===== src/rtl/br_pkg.sv =====
// Shared definitions for the branch controller: funct3 codes, FSM states, decode fields.
// Latency: n/a (types and constants only).
// Backpressure: n/a.
package br_pkg;

    // RV32I B-type funct3 encodings
    localparam logic [2:0] F3_BEQ  = 3'b000;
    localparam logic [2:0] F3_BNE  = 3'b001;
    localparam logic [2:0] F3_BLT  = 3'b100;
    localparam logic [2:0] F3_BGE  = 3'b101;
    localparam logic [2:0] F3_BLTU = 3'b110;
    localparam logic [2:0] F3_BGEU = 3'b111;

    typedef enum logic [1:0] {
        IDLE  = 2'd0,
        CMP   = 2'd1,
        RESP  = 2'd2,
        FLUSH = 2'd3
    } br_state_t;

    // How the shared comparator result turns into a taken decision
    typedef struct packed {
        logic unsign;    // comparator runs unsigned
        logic use_less;  // use the less-than result instead of equality
        logic invert;    // taken on the negated comparison
        logic illegal;   // funct3 is not a branch opcode
    } br_dec_t;

endpackage


===== src/rtl/br_decode.sv =====
// Maps a branch funct3 to comparator mode and taken-condition selection.
// Latency: purely combinational.
// Backpressure: none.
module br_decode
    import br_pkg::*;
(
    input  logic [2:0] funct3,
    output br_dec_t    dec
);

    // Decode funct3; the unsigned flag is funct3[1] for every encoding, legal or not
    always_comb begin
        dec        = '0;
        dec.unsign = funct3[1];
        case (funct3)
            F3_BEQ:  begin dec.use_less = 1'b0; dec.invert = 1'b0; end
            F3_BNE:  begin dec.use_less = 1'b0; dec.invert = 1'b1; end
            F3_BLT:  begin dec.use_less = 1'b1; dec.invert = 1'b0; end
            F3_BGE:  begin dec.use_less = 1'b1; dec.invert = 1'b1; end
            F3_BLTU: begin dec.use_less = 1'b1; dec.invert = 1'b0; end
            F3_BGEU: begin dec.use_less = 1'b1; dec.invert = 1'b1; end
            default: dec.illegal = 1'b1;
        endcase
    end

endmodule


===== src/rtl/branch_ctrl.sv =====
// Branch resolution controller: captures a request, drives the external comparator, reports taken/target, then flushes.
// Latency: response valid two edges after the request handshake; flush lasts FLUSH_CYCLES after a taken response.
// Backpressure: req_ready_o only in IDLE (no queueing); response held stable until resp_ready_i.
module branch_ctrl
    import br_pkg::*;
#(
    parameter int FLUSH_CYCLES = 2,   // 1..7, fits the 3-bit flush timer
    parameter int CNT_W        = 16
) (
    input  logic             clk_i,
    input  logic             rst_i,
    input  logic             req_valid_i,
    output logic             req_ready_o,
    input  logic [2:0]       funct3_i,
    input  logic [31:0]      pc_i,
    input  logic [31:0]      imm_i,
    input  logic [31:0]      rs1_data_i,
    input  logic [31:0]      rs2_data_i,
    output logic [31:0]      cmp_rs1_o,
    output logic [31:0]      cmp_rs2_o,
    output logic             cmp_unsign_o,
    input  logic             cmp_less_i,
    input  logic             cmp_equal_i,
    output logic             resp_valid_o,
    input  logic             resp_ready_i,
    output logic             resp_taken_o,
    output logic [31:0]      resp_target_o,
    output logic             resp_illegal_o,
    output logic             flush_o,
    output logic [CNT_W-1:0] taken_cnt_o
);

    br_state_t   state_q;
    logic [2:0]  funct3_q;
    logic [31:0] target_q;
    logic [2:0]  flush_tmr_q;
    br_dec_t     dec;
    logic        cmp_pick;
    logic        taken_c;

    // Decode works on the captured funct3 so cmp_unsign_o holds with the operands
    br_decode u_decode (
        .funct3 (funct3_q),
        .dec    (dec)
    );

    assign cmp_unsign_o = dec.unsign;

    // Resolve the taken condition from the comparator results; illegal opcodes never take
    always_comb begin
        cmp_pick = dec.use_less ? cmp_less_i : cmp_equal_i;
        taken_c  = !dec.illegal && (cmp_pick ^ dec.invert);
    end

    // Controller FSM with all outputs registered
    always_ff @(posedge clk_i or posedge rst_i) begin
        if (rst_i) begin
            state_q        <= IDLE;
            req_ready_o    <= 1'b1;
            funct3_q       <= '0;
            target_q       <= '0;
            cmp_rs1_o      <= '0;
            cmp_rs2_o      <= '0;
            resp_valid_o   <= 1'b0;
            resp_taken_o   <= 1'b0;
            resp_illegal_o <= 1'b0;
            resp_target_o  <= '0;
            flush_o        <= 1'b0;
            flush_tmr_q    <= '0;
            taken_cnt_o    <= '0;
        end else begin
            case (state_q)
                IDLE: begin
                    if (req_valid_i && req_ready_o) begin
                        funct3_q    <= funct3_i;
                        target_q    <= pc_i + imm_i;
                        cmp_rs1_o   <= rs1_data_i;
                        cmp_rs2_o   <= rs2_data_i;
                        req_ready_o <= 1'b0;
                        state_q     <= CMP;
                    end
                end
                CMP: begin
                    resp_valid_o   <= 1'b1;
                    resp_taken_o   <= taken_c;
                    resp_illegal_o <= dec.illegal;
                    resp_target_o  <= target_q;
                    state_q        <= RESP;
                end
                RESP: begin
                    if (resp_ready_i) begin
                        resp_valid_o <= 1'b0;
                        if (resp_taken_o) begin
                            flush_o     <= 1'b1;
                            flush_tmr_q <= 3'(FLUSH_CYCLES - 1);
                            if (taken_cnt_o != '1) begin
                                taken_cnt_o <= taken_cnt_o + CNT_W'(1);
                            end
                            state_q     <= FLUSH;
                        end else begin
                            req_ready_o <= 1'b1;
                            state_q     <= IDLE;
                        end
                    end
                end
                FLUSH: begin
                    if (flush_tmr_q == 3'd0) begin
                        flush_o     <= 1'b0;
                        req_ready_o <= 1'b1;
                        state_q     <= IDLE;
                    end else begin
                        flush_tmr_q <= flush_tmr_q - 3'd1;
                    end
                end
                default: begin
                    req_ready_o <= 1'b1;
                    state_q     <= IDLE;
                end
            endcase
        end
    end

endmodule


===== config.mk =====
export PLATFORM = sky130hd
export DESIGN_NAME = branch_ctrl
export DESIGN_NICKNAME = d
export VERILOG_FILES = /design/src/rtl/br_pkg.sv /design/src/rtl/br_decode.sv /design/src/rtl/branch_ctrl.sv
export SDC_FILE = /design/constraint.sdc
export NUM_CORES = 1
export LEC_CHECK = 0
export CAP_MARGIN = 20
export CORE_MARGIN = 5
export CORE_UTILIZATION = 47
export CTS_CLUSTER_DIAMETER = 40
export CTS_CLUSTER_SIZE = 12
export DETAILED_ROUTE_END_ITERATION = 8
export PLACE_DENSITY = 0.81
export SLEW_MARGIN = 20
export SYNTH_ARGS = -nofsm -noshare
export SYNTH_HDL_FRONTEND = slang
export SYNTH_SLANG_ARGS = --single-unit
export TNS_END_PERCENT = 100

===== constraint.sdc =====
create_clock -name clk_i -period 6.2 [get_ports clk_i]
set_input_delay 1.24 -clock clk_i [delete_from_list [all_inputs] [get_ports clk_i]]
set_output_delay 1.24 -clock clk_i [all_outputs]
set_load 0.05 [all_outputs]

**Word level (Yosys, flattened, before mapping)**

Index checks and enable logic that the tools add are counted.

- Output and inout bits: 118
- Input bits: 137
- Memories: 0
- Latch bits: 0
- Word-level logic and storage cells: 73
- Bits in read-only memories: 0
- Memory bits (writable): 0
- Register bits after elaboration: 157

- Reduce and logical (&&, ||, !) cells: 18
- Multipliers: 0
- $add $sub $neg: 3
- $lt $le $gt $ge: 0
- Multiplexer cells: 23
- Equal/unequal tests: 15
- Bitwise logic cells: 1
- Div/mod/pow operators: 0
- Shift-type cells: 0

Operators with widths:

| cell | count |
|---|---|
| $add 32x32->32 | 1 |
| $add 16x1->16 const B | 1 |
| $ne 16x16->1 const B | 1 |
| $eq 3x3->1 const B | 4 |
| $ne 2x2->1 const B | 6 |
| $reduce_and 4->1 | 3 |
| $mux 1 | 10 |
| $mux 3 | 3 |
| $mux 2 | 4 |
| $pmux 2 s4 | 1 |
| $logic_not 3->1 | 2 |
| $pmux 2 s3 | 1 |
| $pmux 3 s2 | 1 |
| $reduce_or 6->1 | 1 |
| $reduce_and 5->1 | 1 |
| $eq 2x2->1 const B | 2 |
| $pmux 1 s2 | 2 |
| $reduce_and 2->1 | 2 |
| $reduce_bool 2->1 | 2 |
| $reduce_or 2->1 | 2 |
| $eq 3x1->1 const B | 1 |
| $pmux 1 s3 | 1 |
| $reduce_and 3->1 | 1 |
| $reduce_bool 3->1 | 1 |
| 5 further kinds | 6 |

**Depth between registers and ports, before layout**

- Depth in word-level cells: 6
- Gate-level depth with buffers: 9
- Depth with buffers taken out: 9

**Cells and area by module**

Synthesis repeated with hierarchy kept, for this count alone.

- Cells, all modules: 842
- Area, all modules: 7,887.6 sq um

By module, submodules not included:

| module | seq. area each (sq um) | cells each | instances | area each (sq um) |
|---|---|---|---|---|
| branch_ctrl | 3,930.0 | 838 | 1 | 7,853.8 |
| br_decode | 0.0 | 4 | 1 | 33.8 |

**Worst setup path after synthesis**

Ideal clock, no wire load.

- Kind: input-to-reg
- Start point: input port pc_i[0]
- End point: register target_q[26]
- Data required time: 6,108 ps
- Slack: 2,948 ps
- Arrival time: 3,160 ps
- Stages: 9
- Setup time: 92 ps
- Path buffers: 0
- Cell sequence: ha_1 fa_1 a21o_1 a221oi_4 o22ai_1 o211ai_2 a31oi_2 o21a_1 o31ai_2

- Word-level cells in the longest chain between the ends: 1

RTL lines:

| item | line | text |
|---|---|---|
| start, declared | branch_ctrl.sv:15 | `input logic [31:0] pc_i,` |
| $add 32x32->32 | branch_ctrl.sv:76 | `target_q <= pc_i + imm_i;` |
| end signal, assigned | branch_ctrl.sv:76 |  |
| end, declared | branch_ctrl.sv:35 | `logic [31:0] target_q;` |

No other way between the ends.
A chain may end at the register's enable or synchronous reset.

**Worst setup path after layout**

Ends and elaborated chain as after synthesis.

==> results.toml <==
[routing]
drc = 0
drtPass1Iterations = 7
wl_per_cell_um = 15.8
drt_iter0_drc = 404
vias = 6703
postRouteAntennaNets = 0
routed_wl_um = 20600
via_per_inst = 5.13

[finish]
antenna_cells = 0
fill_cells = 1268
final_common_cell = "nand2_1"
syn_to_final_growth_pct = 44.0
final_cell_count_no_fill = 1306
mostFrequentLayoutCells = "280 x nand2_1, 254 x clkdlybuf4s50_1, 156 x dfrtp_1, 35 x a21oi_1, 34 x ha_1"
fin_nets = 1245
drive_gt1_share_pct = 8.56

[pwr]
power.density_nw_per_um2 = 487
leakage_nw = 5.21
irDropWorstVdd_mv = 0.246

[critical_path]
worstPathRequired_ns = 6.53
worstSetupEndpoint = "target_q[26]"
cp.arrival_ns = 3.86
cp_top_family = "compound AO/OA/AOI/OAI gates"
ff2ff_setup_slack_ns = 3.82
crit_path_start_kind = "primary input"
worstSetupPathDepth = 10
rr_worst_depth = 6
crit_fanout = 4
crit_slowest_cell = "clkdlybuf4s50_1"
timing.rr.start = "state_q[1]"
path_class = "in2reg"
cp_cell_sequence = "clkdlybuf4s50_1 > ha_1 > fa_1 > a21o_1 > a221oi_4 > o22ai_1 > o211ai_2 > a31oi_2 > o21a_1 > o31ai_2"
critPathMaxStageDelay_ns = 0.40
critPathBufInv = 1
rr_endpoint = "cmp_rs1_o[4]"
crit_start = "pc_i[0]"
worst_setup_path_end_kind = "flop"

[yosys]
synth-seq-cells = 157
synth_fp_nets = 997
synthesis.instances = 825
async_flop_share_pct = 100
syn_area_um2 = 7810
syn_avg_cell_area_um2 = 9.47
synth_flop_cell = "dfrtp_1"
ys_seq_area_share_pct = 50.3
yosys_warnings = 0
synth_cell_types = 69
synth_edf_count = 0

[clock_network]
hold_buffers = 0
cts_resized = 0
cts.sinks = 157
h-tree-depth = 4
cts_buffers = 17
cts_setup_buffers = 0
clk_latency_ns = 0.42
clk_path_buf_depth = 2
cts_tree = "yes"
clkTransAtPathRegs_ns = 0.06
root_buffer = "clkbuf_16"

[min_path]
min_path_cells = 2
hold_class = "reg2reg"

[timing]
rsz0062_at_grt = "no"
setup-violations-final = 0
worst_pin_slew_ns = 0.681
drv_slew = 0
fin_skew_ns = 0.0111
fin_crit_sh_pct = 56.9
finalHoldViolations = 0
slew_headroom_pct = 54.6
max_freq_mhz = 283
min_period_ns = 3.53
final.setup.tns_ns = 0

[run_status]
status = "complete, no violations"

[die]
die_width_um = 139
rows = 47
ios = 255
dieArea_um2 = 19300
core_area_um2 = 16500
start_util_pct = 47.5
die_y_um = 139

[global_routing]
grt_overflow = 0
grt_max_degree = 68
grt_pass1_wl_um = 33100
gr-usage-all-layers_pct = 21.0
grt_pass1_vias = 6556
antenna_found_initial = 0

[place]
port_buffers = 254
hpwl_um = 15500
placed_cells_incl_taps = 1273
gp_congestion = 0.877

[flow_run]
max_cap_violations = 0
-- per-stage QoR --
| stage | power, mW | util [%] | instance area, µm² | setup WS, ns | hold WS [ns] |
|---|---|---|---|---|---|
| finish | 5.48 | 68.3 | 11300 | 2.67 | 0.470 |
| global route | 5.75 | 68.3 | 11300 | 2.56 | 0.486 |
| CTS | 5.53 | 68.2 | 11200 | 2.69 | 0.475 |
| detailed placement | 4.36 | 64.2 | 10600 | 2.27 | 0.461 |
| global placement | 4.29 | 64.2 | 10600 | 2.29 | 0.456 |
| floorplan | 3.39 | - | 7810 | 0.727 | 0.442 |
-- kinds of logic (layout without fill, tap and decap cells) --
logic type	Yosys count	count (layout)	synth area share, %
xor+xnor	42	42	4.71
flops	157	157	50.3
buf+inv	43	304	2.11
compound gates	148	148	12.6
fa+ha+maj	35	35	5.70
simple gates	363	363	19.3
mux	37	37	5.28
-- routing by layer --
metal,global-route usage [%],routed length (µm),up-vias,part of all wire (%)
met5,0,0,-,0
met4,7.31,456,0,2.2
met3,3.97,998,31,4.8
met2,36.4,10400,225,50
met1,26.4,8770,3134,43
li1,-,-,3313,-
-- worst min-delay path by stage --
| stage | start | to |
|---|---|---|
| floorplan | target_q[0] | target_q[0] |
| global placement | cmp_rs2_o[26] | cmp_rs2_o[26] |
| detailed placement | cmp_rs1_o[24] | cmp_rs1_o[24] |
| CTS | cmp_rs1_o[24] | cmp_rs1_o[24] |
| global route | cmp_rs2_o[1] | cmp_rs2_o[1] |
| finish | cmp_rs1_o[24] | cmp_rs1_o[24] |
-- Yosys cell counts (3+ instances only) --
cell type	number	area [µm²]
nand2_1	280	1050
dfrtp_1	156	3900
a21oi_1	35	175
ha_1	34	425
mux2_2	33	372
clkbuf_1	26	97.6
o21ai_0	26	130
xnor2_1	24	210
nor2_1	21	78.8
o21ai_1	21	105
xor2_1	18	158
nand3_1	16	80.1
a21o_1	13	97.6
inv_1	11	41.3
nor3_1	9	45.0
nand2b_1	6	37.5
o21a_1	6	45.0
a31oi_1	5	31.3
and3_1	4	25.0
o22ai_1	4	25.0
and2_1	3	18.8
and4_1	3	26.3
buf_2	3	15.0
mux2i_1	3	30.0
nand4_1	3	18.8
nor2b_1	3	18.8
nor3_2	3	30.0
nor4_1	3	18.8
o31ai_1	3	22.5
or2_2	3	18.8
-- sequential cells by signal, summed over array words and instances, names as in the netlist --
register / flops
cmp_rs1_o: 32
cmp_rs2_o: 32
flush_o: 1
flush_tmr_q: 3
funct3_q: 3
req_ready_o: 1
resp_illegal_o: 1
resp_taken_o: 1
resp_target_o: 32
resp_valid_o: 1
state_q: 2
taken_cnt_o: 16
target_q: 32
-- tightest hold or removal path, delay by kind of cell (launching register included) --
| kind | cells | cell delay [ns] |
|---|---|---|
| and+or+nand+nor | 2 | 0.10 |
| DFF | 1 | 0.34 |
-- report_power, final --
part | internal, mW | switching, mW | total (mW)
Sequential | 1.45 | 0.246 | 1.70
Combinational | 0.920 | 1.71 | 2.63
Clock | 0.757 | 0.395 | 1.15
Total | 3.13 | 2.35 | 5.48
-- cell type report --
| cell class | instances | area [µm²] | share of cell area (%) |
|---|---|---|---|
| inverter | 12 | 50.0 | 0.445 |
| clock buffer | 22 | 484 | 4.30 |
| timing repair buffer | 260 | 2600 | 23.1 |
| sequential | 157 | 3930 | 34.9 |
| multi-input combinational | 625 | 3730 | 33.1 |
| tap | 220 | 275 | 2.45 |
| clock inverter | 10 | 184 | 1.63 |
No activity file was read; power rests on OpenSTA's default activity.
